### src/rtl/sram_arb_pkg.sv
// Shared types and constants for the SRAM burst arbiter: FSM states, default
// widths and the idle levels of the macro control pins.
package sram_arb_pkg;

  localparam int DEF_N_ADDR = 11;
  localparam int DEF_N_DATA = 8;

  localparam logic SRAM_WE_IDLE = 1'b0;
  localparam logic SRAM_SE_IDLE = 1'b1;

  typedef enum logic [1:0] {
    ST_IDLE  = 2'd0,
    ST_WRITE = 2'd1,
    ST_READ  = 2'd2,
    ST_DRAIN = 2'd3
  } state_e;

  function automatic logic [1:0] owner_onehot(input logic owner);
    return owner ? 2'b10 : 2'b01;
  endfunction

endpackage

### src/rtl/sram_burst_arbiter_rr.sv
// Two-way round-robin arbiter; the last-grant pointer moves only when the
// grant is actually accepted, so a stalled grant keeps its priority.
module sram_rr_arbiter
  import sram_arb_pkg::*;
(
  input  logic       clk,
  input  logic       rst,
  input  logic [1:0] req,
  input  logic       accept,
  output logic [1:0] grant
);

  logic last_q, last_d;

  // Contention goes to whichever requester did not win last time.
  always_comb begin
    grant = 2'b00;
    case (req)
      2'b01:   grant = 2'b01;
      2'b10:   grant = 2'b10;
      2'b11:   grant = owner_onehot(~last_q);
      default: grant = 2'b00;
    endcase
  end

  always_comb begin
    if (accept) begin
      last_d = grant[1];
    end else begin
      last_d = last_q;
    end
  end

  // Reset value 1 makes requester 0 win the first contention.
  always_ff @(posedge clk) begin
    if (rst) begin
      last_q <= 1'b1;
    end else begin
      last_q <= last_d;
    end
  end

endmodule

### src/rtl/sram_burst_arbiter.sv
// Burst sequencer sharing a single-port SRAM macro between two requesters:
// arbitration, address/count sequencing, write streaming and read return.
module sram_burst_arbiter
  import sram_arb_pkg::*;
#(
  parameter int N_addr = DEF_N_ADDR,
  parameter int N_data = DEF_N_DATA
) (
  input  logic                  clk,
  input  logic                  rst,
  input  logic [1:0]            cmd_valid,
  output logic [1:0]            cmd_ready,
  input  logic [2*N_addr-1:0]   cmd_addr,
  input  logic [2*N_addr-1:0]   cmd_len,
  input  logic [1:0]            cmd_we,
  input  logic [2*N_data-1:0]   wdata,
  input  logic [1:0]            wvalid,
  output logic [1:0]            wready,
  output logic [N_data-1:0]     rdata,
  output logic [1:0]            rvalid,
  output logic [1:0]            done,
  output logic                  busy,
  output logic [N_addr-1:0]     sram_addr,
  output logic [N_data-1:0]     sram_din,
  output logic                  sram_write_en,
  output logic                  sram_sense_en,
  input  logic [N_data-1:0]     sram_dout
);

  state_e state_q, state_d;
  logic owner_q, owner_d;
  logic [N_addr-1:0] addr_q, addr_d, cnt_q, cnt_d;
  logic [N_addr-1:0] sram_addr_q, sram_addr_d;
  logic [N_data-1:0] sram_din_q, sram_din_d, rdata_q, rdata_d;
  logic sram_we_q, sram_we_d, sram_se_q, sram_se_d;
  logic rd_p1_q, rd_p1_d, rd_p2_q, rd_p2_d;
  logic [1:0] rvalid_q, rvalid_d, done_q, done_d;

  logic [1:0] grant_s;
  logic accept_s, owner_wvalid_s;
  logic [N_data-1:0] owner_wdata_s;
  logic [N_addr-1:0] addr_inc_s, cnt_dec_s;

  // No grant while done is showing, so bursts are separated by an idle cycle.
  assign accept_s = (state_q == ST_IDLE) && (done_q == 2'b00) && (cmd_valid != 2'b00);

  sram_rr_arbiter u_arb (
    .clk    (clk),
    .rst    (rst),
    .req    (cmd_valid),
    .accept (accept_s),
    .grant  (grant_s)
  );

  assign owner_wvalid_s = owner_q ? wvalid[1] : wvalid[0];
  assign owner_wdata_s  = owner_q ? wdata[2*N_data-1:N_data] : wdata[N_data-1:0];
  assign addr_inc_s     = addr_q + N_addr'(1);
  assign cnt_dec_s      = cnt_q - N_addr'(1);

  always_comb begin
    state_d     = state_q;
    owner_d     = owner_q;
    addr_d      = addr_q;
    cnt_d       = cnt_q;
    sram_addr_d = sram_addr_q;
    sram_din_d  = sram_din_q;
    sram_we_d   = SRAM_WE_IDLE;
    sram_se_d   = SRAM_SE_IDLE;
    rd_p1_d     = 1'b0;
    done_d      = 2'b00;
    case (state_q)
      ST_IDLE: begin
        if (accept_s) begin
          owner_d = grant_s[1];
          addr_d  = grant_s[1] ? cmd_addr[2*N_addr-1:N_addr] : cmd_addr[N_addr-1:0];
          cnt_d   = grant_s[1] ? cmd_len[2*N_addr-1:N_addr] : cmd_len[N_addr-1:0];
          state_d = (grant_s[1] ? cmd_we[1] : cmd_we[0]) ? ST_WRITE : ST_READ;
        end else begin
          state_d = ST_IDLE;
        end
      end
      ST_WRITE: begin
        if (owner_wvalid_s) begin
          sram_addr_d = addr_q;
          sram_din_d  = owner_wdata_s;
          sram_we_d   = 1'b1;
          addr_d      = addr_inc_s;
          cnt_d       = cnt_dec_s;
          if (cnt_q == {N_addr{1'b0}}) begin
            done_d  = owner_onehot(owner_q);
            state_d = ST_IDLE;
          end else begin
            state_d = ST_WRITE;
          end
        end else begin
          state_d = ST_WRITE;
        end
      end
      ST_READ: begin
        sram_addr_d = addr_q;
        sram_se_d   = 1'b0;
        rd_p1_d     = 1'b1;
        addr_d      = addr_inc_s;
        cnt_d       = cnt_dec_s;
        if (cnt_q == {N_addr{1'b0}}) begin
          state_d = ST_DRAIN;
        end else begin
          state_d = ST_READ;
        end
      end
      ST_DRAIN: begin
        // Last word is in the return stage and nothing is behind it.
        if (rd_p2_q && !rd_p1_q) begin
          done_d  = owner_onehot(owner_q);
          state_d = ST_IDLE;
        end else begin
          state_d = ST_DRAIN;
        end
      end
      default: state_d = ST_IDLE;
    endcase
  end

  // Read return: sense cycle, then macro output cycle, then registered rdata.
  always_comb begin
    rd_p2_d  = rd_p1_q;
    rvalid_d = rd_p2_q ? owner_onehot(owner_q) : 2'b00;
    if (rd_p2_q) begin
      rdata_d = sram_dout;
    end else begin
      rdata_d = rdata_q;
    end
  end

  always_ff @(posedge clk) begin
    if (rst) begin
      state_q     <= ST_IDLE;
      owner_q     <= 1'b0;
      addr_q      <= {N_addr{1'b0}};
      cnt_q       <= {N_addr{1'b0}};
      sram_addr_q <= {N_addr{1'b0}};
      sram_din_q  <= {N_data{1'b0}};
      sram_we_q   <= SRAM_WE_IDLE;
      sram_se_q   <= SRAM_SE_IDLE;
      rd_p1_q     <= 1'b0;
      rd_p2_q     <= 1'b0;
      rdata_q     <= {N_data{1'b0}};
      rvalid_q    <= 2'b00;
      done_q      <= 2'b00;
    end else begin
      state_q     <= state_d;
      owner_q     <= owner_d;
      addr_q      <= addr_d;
      cnt_q       <= cnt_d;
      sram_addr_q <= sram_addr_d;
      sram_din_q  <= sram_din_d;
      sram_we_q   <= sram_we_d;
      sram_se_q   <= sram_se_d;
      rd_p1_q     <= rd_p1_d;
      rd_p2_q     <= rd_p2_d;
      rdata_q     <= rdata_d;
      rvalid_q    <= rvalid_d;
      done_q      <= done_d;
    end
  end

  assign cmd_ready     = accept_s ? grant_s : 2'b00;
  assign wready        = (state_q == ST_WRITE) ? owner_onehot(owner_q) : 2'b00;
  assign rdata         = rdata_q;
  assign rvalid        = rvalid_q;
  assign done          = done_q;
  assign busy          = (state_q != ST_IDLE);
  assign sram_addr     = sram_addr_q;
  assign sram_din      = sram_din_q;
  assign sram_write_en = sram_we_q;
  assign sram_sense_en = sram_se_q;

endmodule
### config.mk
export PLATFORM = sky130hd
export DESIGN_NAME = sram_burst_arbiter
export DESIGN_NICKNAME = d
export VERILOG_FILES = /design/src/rtl/sram_arb_pkg.sv /design/src/rtl/sram_burst_arbiter_rr.sv /design/src/rtl/sram_burst_arbiter.sv
export SDC_FILE = /design/constraint.sdc
export NUM_CORES = 1
export LEC_CHECK = 0
export CAP_MARGIN = 10
export CORE_UTILIZATION = 65
export CTS_BUF_LIST = sky130_fd_sc_hd__clkbuf_4 sky130_fd_sc_hd__clkbuf_8
export DETAILED_ROUTE_END_ITERATION = 12
export DONT_BUFFER_PORTS = 1
export PLACE_DENSITY = 0.92
export SETUP_SLACK_MARGIN = 0.3
export SYNTH_ARGS = -nofsm -noshare
export SYNTH_HDL_FRONTEND = slang
export SYNTH_SLANG_ARGS = --single-unit
### constraint.sdc
create_clock -name clk -period 2.67 [get_ports clk]
set_input_delay 0.4005 -clock clk [delete_from_list [all_inputs] [get_ports clk]]
set_output_delay 0.4005 -clock clk [all_outputs]
set_load 0.005 [all_outputs]
# After elaboration in Yosys (flattened, before gate mapping)
# Cells that the tools add are included.
[classes]
eq_ne = 8
mux = 32
reduce_logical = 17
n_bitwise = 2
add_sub_neg = 2
[op_table]
columns = ["cell", "count"]
rows = [
  ["2-to-1 mux 11 bit", 7],
  ["case mux 11 bit (3 select lines)", 2],
  ["2-to-1 mux 2 bit", 11],
  ["case mux 11 bit (2 select lines)", 1],
  ["adder 11 x 1 -> 11 bit, second input constant", 1],
  ["logical NOT 11 bit", 1],
  ["subtractor 11 x 1 -> 11 bit, second input constant", 1],
  ["equality test 2 bit, second input constant", 4],
  ["2-to-1 mux 8 bit", 1],
  ["case mux 2 bit (4 select lines)", 1],
  ["2-to-1 mux 1 bit", 7],
  ["case mux 2 bit (3 select lines)", 1],
  ["AND reduction 2 bit", 3],
  ["nonzero test 2 bit", 3],
  ["equality test 2 x 1 -> 1 bit, second input constant", 2],
  ["logical NOT 2 bit", 2],
  ["!= test 2 bit, second input constant", 2],
  ["case mux 2 bit (2 select lines)", 1],
  ["OR reduction 2 bit", 2],
  ["logical AND 1 bit", 3],
  ["AND reduction 3 bit", 1],
  ["nonzero test 3 bit", 1],
  ["inverter 1 bit", 2],
  ["logical NOT 1 bit", 1],
]
[totals]
elab_cells = 75
output_inout_bits = 38
reg_bits = 61
inputBits = 76

# Logic depth before layout (Yosys ltp)
[logic_depth]
depth_word = 6
ltp_mapped = 8
depth_no_buf = 6

# Hierarchy
# A second synthesis with hierarchy kept.
[hier_totals]
cells_unflattened = 380
area_unflattened_um2 = 3303.2
[modules_own_cells]
columns = ["mod", "n_inst", "seq_area_each_um2", "area_each_um2", "cells_per_inst"]
rows = [
  ["sram_burst_arbiter", 1, 1201.2, 3249.4, 374],
  ["sram_rr_arbiter", 1, 20.0, 53.8, 6],
]

# Worst setup path before layout
# No wires, ideal clock.
[synth_path]
kind = "register to register"
start = "register cnt_q[0]"
end = "register state_q[0]"
path_slack_ps = 675
n_path_buf = 1
setup_ps = 67
t_arrival_ps = 1928
period_less_slack_ps = 1995
stages_incl_launch_ff = 8
required_ps = 2603
cell_sequence = "dfxtp_1 -> inv_1 -> ha_1 -> or4b_1 -> clkbuf_1 -> or4_1 -> a31o_1 -> a21oi_2"
[synth_via]
elab_chain_cells = 4
word_cells_on_any_way = 5
classes_between = "4 x mux; 1 x reduce/logical"
[synth_lines]
columns = ["item", "line_no", "rtl"]
rows = [
  ["start: declaration", "sram_burst_arbiter.sv:32", "logic [N_addr-1:0] addr_q, addr_d, cnt_q, cnt_d;"],
  ["start signal: assignment", "sram_burst_arbiter.sv:140", "cnt_q <= {N_addr{1'b0}};"],
  ["start signal: assignment", "sram_burst_arbiter.sv:154", "cnt_q <= cnt_d;"],
  ["logical NOT 11 bit *", "sram_burst_arbiter.sv:89, sram_burst_arbiter.sv:105", ""],
  ["2-to-1 mux 1 bit", "sram_burst_arbiter.sv:89", "if (cnt_q == {N_addr{1'b0}}) begin"],
  ["2-to-1 mux 2 bit", "sram_burst_arbiter.sv:83", "if (owner_wvalid_s) begin"],
  ["case mux 2 bit (4 select lines) *", "sram_burst_arbiter.sv:71", "case (state_q)"],
  ["end signal: assignment", "sram_burst_arbiter.sv:151", "state_q <= state_d;"],
  ["end: declaration", "sram_burst_arbiter.sv:30", "state_e state_q, state_d;"],
]
# Every way passes the cells marked *; elsewhere a longest branch is shown, timed or not.
# A chain may end at the register's enable or synchronous reset.

# Worst setup path after layout
[layout_path]
start = "register state_q[1]"
end = "register addr_q[6]"
[layout_via]
elab_chain_cells = 5
word_cells_on_any_way = 10
classes_between = "4 x eq/ne; 1 x mux; 5 x reduce/logical"
[layout_lines]
columns = ["item", "line_no", "rtl"]
rows = [
  ["logical NOT 2 bit", "sram_burst_arbiter.sv:45, sram_burst_arbiter.sv:71", ""],
  ["logical AND 1 bit (2 in a row)", "sram_burst_arbiter.sv:45", "assign accept_s = (state_q == ST_IDLE) && (done_q == 2'b00) && (cmd_valid != 2'b00);"],
  ["!= test 2 bit (no line)", "n/a", ""],
  ["AND reduction 3 bit (no line)", "n/a", ""],
  ["end signal: assignment", "sram_burst_arbiter.sv:139", "addr_q <= {N_addr{1'b0}};"],
  ["end signal: assignment", "sram_burst_arbiter.sv:153", "addr_q <= addr_d;"],
  ["end: declaration", "sram_burst_arbiter.sv:32", ""],
]
# Several ways; a longest one is shown, not always the timed one.

==> results.yml <==
outcome:
  outcome: "completed"
global_routing:
  grt_max_degree: 57
  grt_pass1_wl_mm: 11.63
  overflow: 0
  grt.total_usage_pct: 28.36
  first_global_vias: 2545
  antenna_found_initial: 0
sta:
  setup_viol: 0
  final_hold_viol_count: 0
  final.setup_skew_ps: 7.482
  drv_slew: 0
  slew_headroom_pct: 46.22
  fin_crit_ps: 2264
  rsz0062_at_grt: "false"
  tightest_slew_ps: 803.7
  max_freq_mhz: 441.7
  setup_tns_ps: 0
  finalCritPeriodShare_pct: 84.80
die:
  die_w_um: 72.61
  dieArea_mm2: 0.005272
  core_mm2: 0.004755
  die_y_um: 72.61
  initial_utilization_pct: 68.16
  row_count: 25
  io_pins: 114
logic_synthesis:
  ys_types: 51
  ys_ff_latch: 61
  syn_nets: 449
  muxShareOfSynthArea_pct: 16.29
  yosys_warnings: 0
  yosys-top-cells-count: "dfxtp_1, nor2_1, mux2i_1, clkbuf_1, nand2_1"
  synthXorXnorAreaFrac_pct: 0
  synth_area_mm2: 0.003241
  synth.top_cells.by_area: "dfxtp_1, mux2i_1, mux2_2"
  yosysSeqAreaShare_pct: 37.68
  postSynthCellCount: 367
  synthArstFlopShare_pct: 0
  synth_top_area_share_pct: 37.68
  synth-adder-area-share_pct: 2.317
  synth_edf_count: 0
  synth.largest_area_cell: "dfxtp_1"
  syn_avg_cell_area_um2: 8.830
  ys.flop_type: "dfxtp_1"
  synth_top_family_by_area: "compound AO/OA/AOI/OAI gates"
  synth_compound_area_share_pct: 22.43
  synth_simple_gate_area_share_pct: 15.56
  synth_most_common_cell: "dfxtp_1"
power_and_ir_drop:
  switching_share_pct: 36.37
  power.share.clock_pct: 27.0
  seq_power_share_pct: 42.6
  comb_power_share_pct: 30.4
  leakage_uw: 0.001286
  vdd_drop_max_mv: 0.4509
  internal-power_uw: 1703
  p_switching_uw: 973.2
  power_density_mw_per_mm2: 778.8
clock_tree:
  clock_sinks: 61
  htreeDepth: 3
  cts-resized-gates: 0
  cts_hold_buffers: 0
  cts_made_buffers: 9
  cts_tree: "yes"
  clockRootBuffer: "clkbuf_8"
  clk_latency_ps: 340
  clockBufferDepth: 2
  clk_pin_slew_ps: 70
  cts_setup_buffers: 0
final_layout:
  fillers: 370
  final_area_mm2: 0.003436
  regArea_mm2: 0.001221
  multi_input_area_mm2: 0.001849
  drive_gt1_share_pct: 12.01
  diodes: 0
  syn_to_final_growth_pct: 6.023
  nets: 435
route:
  post_drt_wl_per_cell_um: 17.37
  drc: 0
  ant_nets: 0
  drt-total-wl_mm: 7.381
  viasPerCell: 6.626
  dr.pass1.iters: 4
  vias: 2816
  drt_iter0_markers: 201
setup_path:
  arrival_ps: 2490
  worstSetupStartpoint: "state_q[1]"
  worstPathMaxFanout: 14
  start_kind: "flip-flop"
  r2r_start: "state_q[1]"
  cp.required_ps: 2900
  crit_type: "flip-flop to flip-flop"
  end_kind: "flip-flop"
placed_design:
  placed_cell_area_mm2: 0.003248
  gp_congestion: 0.8435
  numPortBuffers: 0
  hpwl_mm: 5.185
run:
  drv_cap: 0
hold_path:
  min_from: "rst"
  worstHoldPathType: "input pin to flip-flop"
-- routing by layer --
metal / vias up / GRT usage [%] / share of wire [%]
li1: 1342 / - / -
met1: 1298 / 34.58 / 41
met2: 161 / 47.87 / 48
met3: 15 / 6.630 / 9.4
met4: 0 / 12.20 / 2.1
met5: - / 0 / 0
-- final cells by class --
type	instances	area share, %
Tap cell	67	2.440
Clock buffer	9	3.605
Multi-Input combinational cell	259	53.82
Clock inverter	7	1.529
Timing Repair Buffer	6	1.311
Inverter	16	1.748
Sequential cell	61	35.54
-- power by group through the flow --
stage                     Sequential (uW)  Clock (uW)  Combinational [uW]
after global placement               1150           0                 764
after floorplan                      1120           0                 682
final                                1140         722                 813
after CTS                            1140         729                 796
after detailed placement             1160           0                 794
after global routing                 1150         774                 899
-- path summary, 6_finish.rpt --
kind,end,slack (ps),depth (start not counted)
worst max register to register,addr_q[6],410,6
worst max-delay path,addr_q[6],410,6
worst min-delay path,rdata[5],130,1
worst min register to register,rd_p2_q,470,1
-- sequential cells by signal, indices dropped and copies added, names as in the netlist --
signal,flops
addr_q,11
cnt_q,11
done,2
owner_q,1
rd_p1_q,1
rd_p2_q,1
rdata,8
rvalid,2
sram_addr,11
sram_din,8
sram_sense_en,1
sram_write_en,1
state_q,2
u_arb.last_q,1
-- through the flow --
stage	utilization, %	hold WS, ps	setup WS [ps]	cells	total power [uW]
2_1_floorplan	-	428.6	674.6	367	1801
3_3_place_gp	68.32	442.9	555.7	409	1917
3_5_place_dp	68.32	454.3	420.5	409	1952
4_1_cts	72.03	119.0	405.9	425	2662
5_1_grt	72.26	118.5	325.1	425	2828
6_report	72.26	126.2	405.8	425	2676
-- cell usage in the layout (no fill, tap or decap), types with 3 or more instances in the layout --
master and n:
o31ai_1 13, nor2_1 38, o2111ai_1 5, a31oi_1 7, mux2_2 14, o21ai_0 12, nand2_1 18, buf_4 6
nor4_1 5, or4_1 4, mux2i_1 37, nor3b_1 3, a311oi_1 4, nand3_1 7, o22ai_1 4, ha_1 6
and3_1 4, o31a_1 5, inv_1 16, nor3_1 4, clkinv_4 4, dfxtp_1 61, and2_1 3, a211oi_1 10
a21o_1 4, a21oi_1 9, clkbuf_8 9, o311ai_0 5, nand2b_1 5, or2_2 3
-- worst max-delay path, cell delays in order, from the launching register on --
cell and delay [ps]:
dfxtp_1 330, inv_1 90, ha_1 310, inv_1 160
nor2_1 650, nor2_1 280, a32o_1 320
-- kinds of logic after synthesis --
group | count (synthesis)
adders and majority gates | 6
buffers and inverters | 47
DFF | 61
and+or+nand+nor | 103
muxes | 51
AOI/OAI and AO/OA | 99
Note: power is estimated with default switching activity, not from simulation.
